File: src/rtl/scope_trigger_ctrl_if.sv
// Sample stream into the trigger controller and the capture-buffer write port out of it.
// The slave side is the controller; the master side feeds samples and observes writes.
interface scope_trigger_ctrl_if #(
  parameter int DATA_W = 14,
  parameter int ADDR_W = 10
);
  logic              sample_valid;
  logic [DATA_W-1:0] sample_data;
  logic              wr_en;
  logic [ADDR_W-1:0] wr_addr;
  logic [DATA_W-1:0] wr_data;

  modport master (output sample_valid, sample_data, input wr_en, wr_addr, wr_data);
  modport slave  (input sample_valid, sample_data, output wr_en, wr_addr, wr_data);
endinterface

File: src/rtl/scope_trigger_ctrl.sv
// Oscilloscope trigger/capture controller: pre-trigger fill, edge or auto trigger, post fill, hold for display.
// Buffer writes are registered (1 cycle after the accepted sample); there is no backpressure, samples outside a capture are dropped.
module scope_trigger_ctrl #(
  parameter int DATA_W  = 14,
  parameter int DEPTH   = 640,
  parameter int ADDR_W  = 10,
  parameter int PRE     = 160,
  parameter int AUTO_TO = 4096
) (
  input  logic                 clk,
  input  logic                 rst_n,
  scope_trigger_ctrl_if.slave  smp,
  input  logic [DATA_W-1:0]    trig_level,
  input  logic                 trig_edge,
  input  logic [1:0]           trig_mode,
  input  logic                 arm,
  input  logic                 frame_done,
  output logic [ADDR_W-1:0]    start_addr,
  output logic [2:0]           state,
  output logic                 capture_done,
  output logic                 auto_fired
);
  localparam logic [2:0] S_IDLE    = 3'd0;
  localparam logic [2:0] S_PRETRIG = 3'd1;
  localparam logic [2:0] S_WAIT    = 3'd2;
  localparam logic [2:0] S_POST    = 3'd3;
  localparam logic [2:0] S_HOLD    = 3'd4;

  localparam int TO_W = (AUTO_TO > 1) ? $clog2(AUTO_TO) : 1;
  localparam logic [ADDR_W-1:0] PRE_LAST  = ADDR_W'(PRE - 1);
  localparam logic [ADDR_W-1:0] POST_LAST = ADDR_W'(DEPTH - PRE - 1);
  localparam logic [ADDR_W-1:0] PTR_LAST  = ADDR_W'(DEPTH - 1);
  localparam logic [ADDR_W-1:0] PRE_A     = ADDR_W'(PRE);
  localparam logic [ADDR_W-1:0] WRAP_BACK = ADDR_W'(DEPTH - PRE);
  localparam logic [TO_W-1:0]   TO_LAST   = TO_W'(AUTO_TO - 1);

  logic [2:0]        state_q, state_d;
  logic [ADDR_W-1:0] ptr_q, ptr_d;
  logic              wr_en_q, wr_en_d;
  logic [ADDR_W-1:0] wr_addr_q, wr_addr_d;
  logic [DATA_W-1:0] wr_data_q, wr_data_d;
  logic [ADDR_W-1:0] start_addr_q, start_addr_d;
  logic [ADDR_W-1:0] cand_q, cand_d;
  logic [ADDR_W-1:0] pre_cnt_q, pre_cnt_d;
  logic [ADDR_W-1:0] post_cnt_q, post_cnt_d;
  logic [TO_W-1:0]   to_cnt_q, to_cnt_d;
  logic [DATA_W-1:0] prev_q, prev_d;
  logic              prev_vld_q, prev_vld_d;
  logic              capture_done_q, capture_done_d;
  logic              auto_fired_q, auto_fired_d;

  logic              accept;
  logic              cur_above;
  logic              prev_above;
  logic              edge_hit;
  logic              auto_hit;
  logic [ADDR_W-1:0] ptr_inc;
  logic [ADDR_W-1:0] cand_addr;

  always_comb begin
    accept     = smp.sample_valid &&
                 (state_q == S_PRETRIG || state_q == S_WAIT || state_q == S_POST);
    cur_above  = smp.sample_data >= trig_level;
    prev_above = prev_q >= trig_level;
    edge_hit   = prev_vld_q && (trig_edge ? (prev_above && !cur_above)
                                          : (!prev_above && cur_above));
    auto_hit   = (trig_mode == 2'd0) && (to_cnt_q == TO_LAST);
    ptr_inc    = (ptr_q == PTR_LAST) ? '0 : ptr_q + 1'b1;
    // Oldest displayed sample sits PRE slots behind the trigger, wrapping inside the buffer.
    cand_addr  = (ptr_q >= PRE_A) ? ptr_q - PRE_A : ptr_q + WRAP_BACK;
  end

  always_comb begin
    state_d        = state_q;
    ptr_d          = ptr_q;
    wr_en_d        = 1'b0;
    wr_addr_d      = wr_addr_q;
    wr_data_d      = wr_data_q;
    start_addr_d   = start_addr_q;
    cand_d         = cand_q;
    pre_cnt_d      = pre_cnt_q;
    post_cnt_d     = post_cnt_q;
    to_cnt_d       = to_cnt_q;
    prev_d         = prev_q;
    prev_vld_d     = prev_vld_q;
    capture_done_d = 1'b0;
    auto_fired_d   = 1'b0;

    if (accept) begin
      wr_en_d    = 1'b1;
      wr_addr_d  = ptr_q;
      wr_data_d  = smp.sample_data;
      ptr_d      = ptr_inc;
      prev_d     = smp.sample_data;
      prev_vld_d = 1'b1;
    end

    case (state_q)
      S_IDLE: begin
        if (arm) begin
          state_d    = S_PRETRIG;
          pre_cnt_d  = '0;
          prev_vld_d = 1'b0;
        end
      end
      S_PRETRIG: begin
        if (accept) begin
          pre_cnt_d = pre_cnt_q + 1'b1;
          if (pre_cnt_q == PRE_LAST) begin
            state_d  = S_WAIT;
            to_cnt_d = '0;
          end
        end
      end
      S_WAIT: begin
        if (accept) begin
          // Saturates so a late switch to auto mode fires on the next sample.
          if (to_cnt_q != TO_LAST) to_cnt_d = to_cnt_q + 1'b1;
          if (edge_hit || auto_hit) begin
            state_d      = S_POST;
            post_cnt_d   = ADDR_W'(1);
            cand_d       = cand_addr;
            auto_fired_d = !edge_hit;
          end
        end
      end
      S_POST: begin
        if (accept) begin
          post_cnt_d = post_cnt_q + 1'b1;
          if (post_cnt_q == POST_LAST) begin
            state_d        = S_HOLD;
            capture_done_d = 1'b1;
            start_addr_d   = cand_q;
          end
        end
      end
      S_HOLD: begin
        if (frame_done) begin
          state_d    = (trig_mode == 2'd2) ? S_IDLE : S_PRETRIG;
          pre_cnt_d  = '0;
          prev_vld_d = 1'b0;
        end
      end
      default: state_d = S_IDLE;
    endcase
  end

  always_ff @(posedge clk or negedge rst_n) begin
    if (!rst_n) begin
      state_q        <= S_IDLE;
      ptr_q          <= '0;
      wr_en_q        <= 1'b0;
      wr_addr_q      <= '0;
      wr_data_q      <= '0;
      start_addr_q   <= '0;
      cand_q         <= '0;
      pre_cnt_q      <= '0;
      post_cnt_q     <= '0;
      to_cnt_q       <= '0;
      prev_q         <= '0;
      prev_vld_q     <= 1'b0;
      capture_done_q <= 1'b0;
      auto_fired_q   <= 1'b0;
    end else begin
      state_q        <= state_d;
      ptr_q          <= ptr_d;
      wr_en_q        <= wr_en_d;
      wr_addr_q      <= wr_addr_d;
      wr_data_q      <= wr_data_d;
      start_addr_q   <= start_addr_d;
      cand_q         <= cand_d;
      pre_cnt_q      <= pre_cnt_d;
      post_cnt_q     <= post_cnt_d;
      to_cnt_q       <= to_cnt_d;
      prev_q         <= prev_d;
      prev_vld_q     <= prev_vld_d;
      capture_done_q <= capture_done_d;
      auto_fired_q   <= auto_fired_d;
    end
  end

  assign smp.wr_en     = wr_en_q;
  assign smp.wr_addr   = wr_addr_q;
  assign smp.wr_data   = wr_data_q;
  assign start_addr    = start_addr_q;
  assign state         = state_q;
  assign capture_done  = capture_done_q;
  assign auto_fired    = auto_fired_q;
endmodule

File: src/flat_wrapper.sv
// flat-port wrapper written by rule: the top's interface ports become plain ports
module scope_trigger_ctrl_flat 
#(
  parameter int DATA_W  = 14,
  parameter int DEPTH   = 640,
  parameter int ADDR_W  = 10,
  parameter int PRE     = 160,
  parameter int AUTO_TO = 4096
)
  (clk, rst_n, trig_level, trig_edge, trig_mode, arm, frame_done, start_addr, state, capture_done, auto_fired, smp_sample_valid, smp_sample_data, smp_wr_en, smp_wr_addr, smp_wr_data);
  scope_trigger_ctrl_if #(.DATA_W(DATA_W), .ADDR_W(ADDR_W)) smp_i ();
  input  logic clk;
  input  logic rst_n;
  input  logic [DATA_W-1:0] trig_level;
  input  logic trig_edge;
  input  logic [1:0] trig_mode;
  input  logic arm;
  input  logic frame_done;
  output logic [ADDR_W-1:0] start_addr;
  output logic [2:0] state;
  output logic capture_done;
  output logic auto_fired;
  input wire logic [$bits(smp_i.sample_valid)-1:0] smp_sample_valid;
  input wire logic [$bits(smp_i.sample_data)-1:0] smp_sample_data;
  output wire logic [$bits(smp_i.wr_en)-1:0] smp_wr_en;
  output wire logic [$bits(smp_i.wr_addr)-1:0] smp_wr_addr;
  output wire logic [$bits(smp_i.wr_data)-1:0] smp_wr_data;
  assign smp_i.sample_valid = smp_sample_valid;
  assign smp_i.sample_data = smp_sample_data;
  assign smp_wr_en = smp_i.wr_en;
  assign smp_wr_addr = smp_i.wr_addr;
  assign smp_wr_data = smp_i.wr_data;
  scope_trigger_ctrl #(.DATA_W(DATA_W), .DEPTH(DEPTH), .ADDR_W(ADDR_W), .PRE(PRE), .AUTO_TO(AUTO_TO)) u_core (.clk(clk), .rst_n(rst_n), .smp(smp_i), .trig_level(trig_level), .trig_edge(trig_edge), .trig_mode(trig_mode), .arm(arm), .frame_done(frame_done), .start_addr(start_addr), .state(state), .capture_done(capture_done), .auto_fired(auto_fired));
endmodule
File: config.mk
export PLATFORM = sky130hd
export DESIGN_NAME = scope_trigger_ctrl_flat
export DESIGN_NICKNAME = d
export VERILOG_FILES = /design/src/rtl/scope_trigger_ctrl_if.sv /design/src/rtl/scope_trigger_ctrl.sv /design/src/flat_wrapper.sv
export SDC_FILE = /design/constraint.sdc
export NUM_CORES = 1
export LEC_CHECK = 0
export CORE_ASPECT_RATIO = 1.75
export CORE_MARGIN = 2
export CORE_UTILIZATION = 45
export DETAILED_ROUTE_END_ITERATION = 10
export GPL_ROUTABILITY_DRIVEN = 0
export PLACE_DENSITY = 0.72
export SETUP_SLACK_MARGIN = 0.15
export SYNTH_ARGS = -nofsm -noshare
export SYNTH_HDL_FRONTEND = slang
export SYNTH_SLANG_ARGS = --single-unit
File: constraint.sdc
create_clock -name clk -period 3.3 [get_ports clk]
set_input_delay 0.66 -clock clk [delete_from_list [all_inputs] [get_ports clk]]
set_output_delay 0.66 -clock clk [all_outputs]
set_load 0.005 [all_outputs]
==> impl_metrics.tcl <==
set metrics [dict create \
    status "completed" \
    crit_path_start_kind "primary input" \
    post-route-util 0.582 \
    dieArea_um2 12100 \
    areaGrowthSynthToFinish_pct 27.8 \
    drc 0 \
    pwr-share-seq 0.390 \
    yosysWarnings 0 \
    async_reset_ff_frac 1.00 \
    fin_nets 634 \
    p_per_area_nw_per_um2 701 \
    place_area_um2 6020 \
    ios 76 \
    timing.final.ws_setup_ns 0.259 \
    ys_seq_area_frac 0.463 \
    vias 3818 \
    coreArea_um2 11000 \
    drt_pass1_iterations 4 \
    grt_remaining_overflow 0 \
    detail_route.iter0.violations 192 \
    arrival_ns 3.27 \
    drv_slew 0 \
    cts-root-buf "clkbuf_16" \
    synth_area_leaders "dfrtp_1, ha_1, mux2_2, nor2_1, inv_1" \
    synth_cell_types 61 \
    pre_cts_slack_ns -0.246 \
    routedWlPerCell_um 15.6 \
    via_per_inst 5.45 \
    end_kind "register" \
    postRouteAntennaNets 0 \
    hold_viol 0 \
    holdBufCountCts 0 \
    syn-num-nets 542 \
    yosys.area.top_type_share 0.463 \
    clkSinkCount 93 \
    p_total_uw 4500 \
    power.leakage_uw 0.00292 \
    internal_power_uw 3030 \
    cts_buffers 9 \
    synthCells 471 \
    reg2reg_to "u_core.cand_q[0]" \
    first_global_vias 4049 \
    wl_um 10900 \
    finalSetupViolations 0 \
    grt_max_degree 58 \
    start_util 0.455 \
    drive_above_1_share 0.169 \
    sw_frac_of_total 0.326 \
    syn_area_per_cell_um2 10.7 \
    die_h_um 144 \
    diodes 0 \
    period_share 0.922 \
    port_buffers 75 \
    worst_slew_pin_slew_ns 0.790 \
    hp-class "in2async" \
    finalClockSkew_ns 0.00623 \
    std_cell_rows 51 \
    fmax_mhz 329 \
    rsz0062_at_grt "false" \
    synthFlopType "dfrtp_1" \
    clk_latency_ns 0.34 \
    cp.required_ns 3.53 \
    clk_pin_slew_ns 0.06 \
    cts_tree "built" \
    period_needed_ns 3.04 \
    fin_area_um2 6430 \
    pwr-share-comb 0.355 \
    grt_pass1_wl_um 18500 \
    ys_ff_latch 93 \
    yosysMostFrequentCell "dfrtp_1" \
    synth_top_cell_by_area "dfrtp_1" \
    dp_hpwl_um 8100 \
    r2r_slack_ns 0.69 \
    track_usage 0.189 \
    synth_edf_count 0 \
    synthTopCellsByCount "dfrtp_1, nor2_1, inv_1, mux2_2, ha_1" \
    max_slew_margin 0.472 \
    max_cap_viol_count 0 \
    p_sw_uw 1470 \
    path_max_fanout 9 \
    antenna_found_initial 0 \
    h-tree-depth 3 \
    critPathKind "in2reg" \
    ir_worst_vdd_uv 403 \
    die_w_um 83.9 \
    ctsLongestPathBuffers 2 \
    clockPowerShare 0.256 \
    finalSetupTns_ns 0 \
    regToRegStartpoint "u_core.prev_q[3]" \
    rr_worst_depth 10 \
    synth_area_um2 5030 \
]
## metal layers
metal  global-route usage  vias to the layer above  routed length, µm
met1                0.214                     1867               4480
met3               0.0299                       18                351
met2                0.352                       86               5830
li1                     -                     1847                  -
met5                    0                        -                  0
met4               0.0781                        0                269
## flip-flops by register name, summed over array words and instances, names as in the netlist
| name | count |
|---|---|
| u_core.auto_fired | 1 |
| u_core.cand_q | 10 |
| u_core.capture_done | 1 |
| u_core.post_cnt_q | 10 |
| u_core.pre_cnt_q | 10 |
| u_core.prev_q | 14 |
| u_core.prev_vld_q | 1 |
| u_core.ptr_q | 10 |
| u_core.smp.wr_addr | 10 |
| u_core.smp.wr_en | 1 |
| u_core.start_addr | 10 |
| u_core.state | 3 |
| u_core.to_cnt_q | 12 |
## worst max-delay path, cell delays in order
cell and delay, ns:
clkdlybuf4s50_1 0.46, inv_1 0.06, ha_1 0.29, nand4_1 0.16, o21ai_1 0.10, a221o_1 0.36, a41oi_4 0.26, mux2i_4 0.36
a21oi_4 0.10, buf_12 0.15, mux2_4 0.29
## area by class of cell
type	count	area [µm²]
tap	132	165
sequential	93	2330
fill	917	4610
clock buffer	11	253
timing repair buffer	93	908
clock inverter	5	81.3
multi-input combinational	329	2550
inverter	37	139
## cells in the final DEF (no fill, tap or decap), types with 3 or more instances in the layout
| master | n |
|---|---|
| o22ai_1 | 11 |
| nor2b_1 | 3 |
| o21ai_0 | 13 |
| xor2_1 | 13 |
| nand3_1 | 18 |
| dfrtp_1 | 93 |
| mux2_4 | 7 |
| nand4_1 | 12 |
| clkdlybuf4s50_1 | 74 |
| mux2_2 | 36 |
| and3_1 | 6 |
| a211o_1 | 3 |
| a21oi_1 | 19 |
| ha_1 | 35 |
| xnor2_1 | 11 |
| mux2i_1 | 7 |
| clkbuf_16 | 9 |
| nand2_1 | 28 |
| and2_1 | 5 |
| nor2_1 | 37 |
| nor3_1 | 10 |
| inv_1 | 37 |
| or3_1 | 4 |
| buf_4 | 17 |
| nand2b_1 | 7 |
## worst max-delay path by stage
| stage | slack (ns) | cells after the start | startpoint | end |
|---|---|---|---|---|
| 3_3_place_gp | -0.11 | 10 | trig_level[3] | u_core.cand_q[5] |
| 6_report | 0.26 | 11 | trig_level[3] | u_core.cand_q[0] |
| 5_1_grt | 0.16 | 11 | trig_level[7] | u_core.cand_q[0] |
| 4_1_cts | 0.19 | 10 | trig_level[3] | u_core.post_cnt_q[9] |
| 3_5_place_dp | -0.25 | 10 | trig_level[3] | u_core.cand_q[8] |
| 2_1_floorplan | 0.45 | 9 | trig_level[3] | u_core.cand_q[0] |
## through the flow
step / hold WS (ns) / std cells
after CTS: 0.411 / 699
after global routing: 0.440 / 700
after detailed placement: 0.495 / 682
after global placement: 0.483 / 682
final: 0.385 / 700
after floorplan: 0.364 / 471
## timing repair
item                       in CTS  in global routing
setup endpoints to repair       7                 17
setup buffers                   1                  1
pin swaps                       1                  1
resized for setup               0                  5
## cells by family (layout without fill, tap and decap cells)
logic type,Yosys count,in the layout,synth area share
AND/OR/NAND/NOR,148,148,0.152
flip-flops,93,93,0.463
AO/OA/AOI/OAI,71,71,0.0991
adder cells (fa/ha/maj),35,35,0.0871
XOR/XNOR,24,24,0.0418
multiplexers,51,51,0.118
buffers and inverters,49,146,0.0393
## power by group through the flow
stage               registers [µW]  clock network (µW)  logic, µW
detailed placement            1780                   0       1560
CTS                           1760                1180       1580
floorplan                     1680                   0        971
global route                  1810                1220       1770
finish                        1750                1150       1600
global placement              1760                   0       1510
Note: power is estimated with default switching activity, not from simulation.
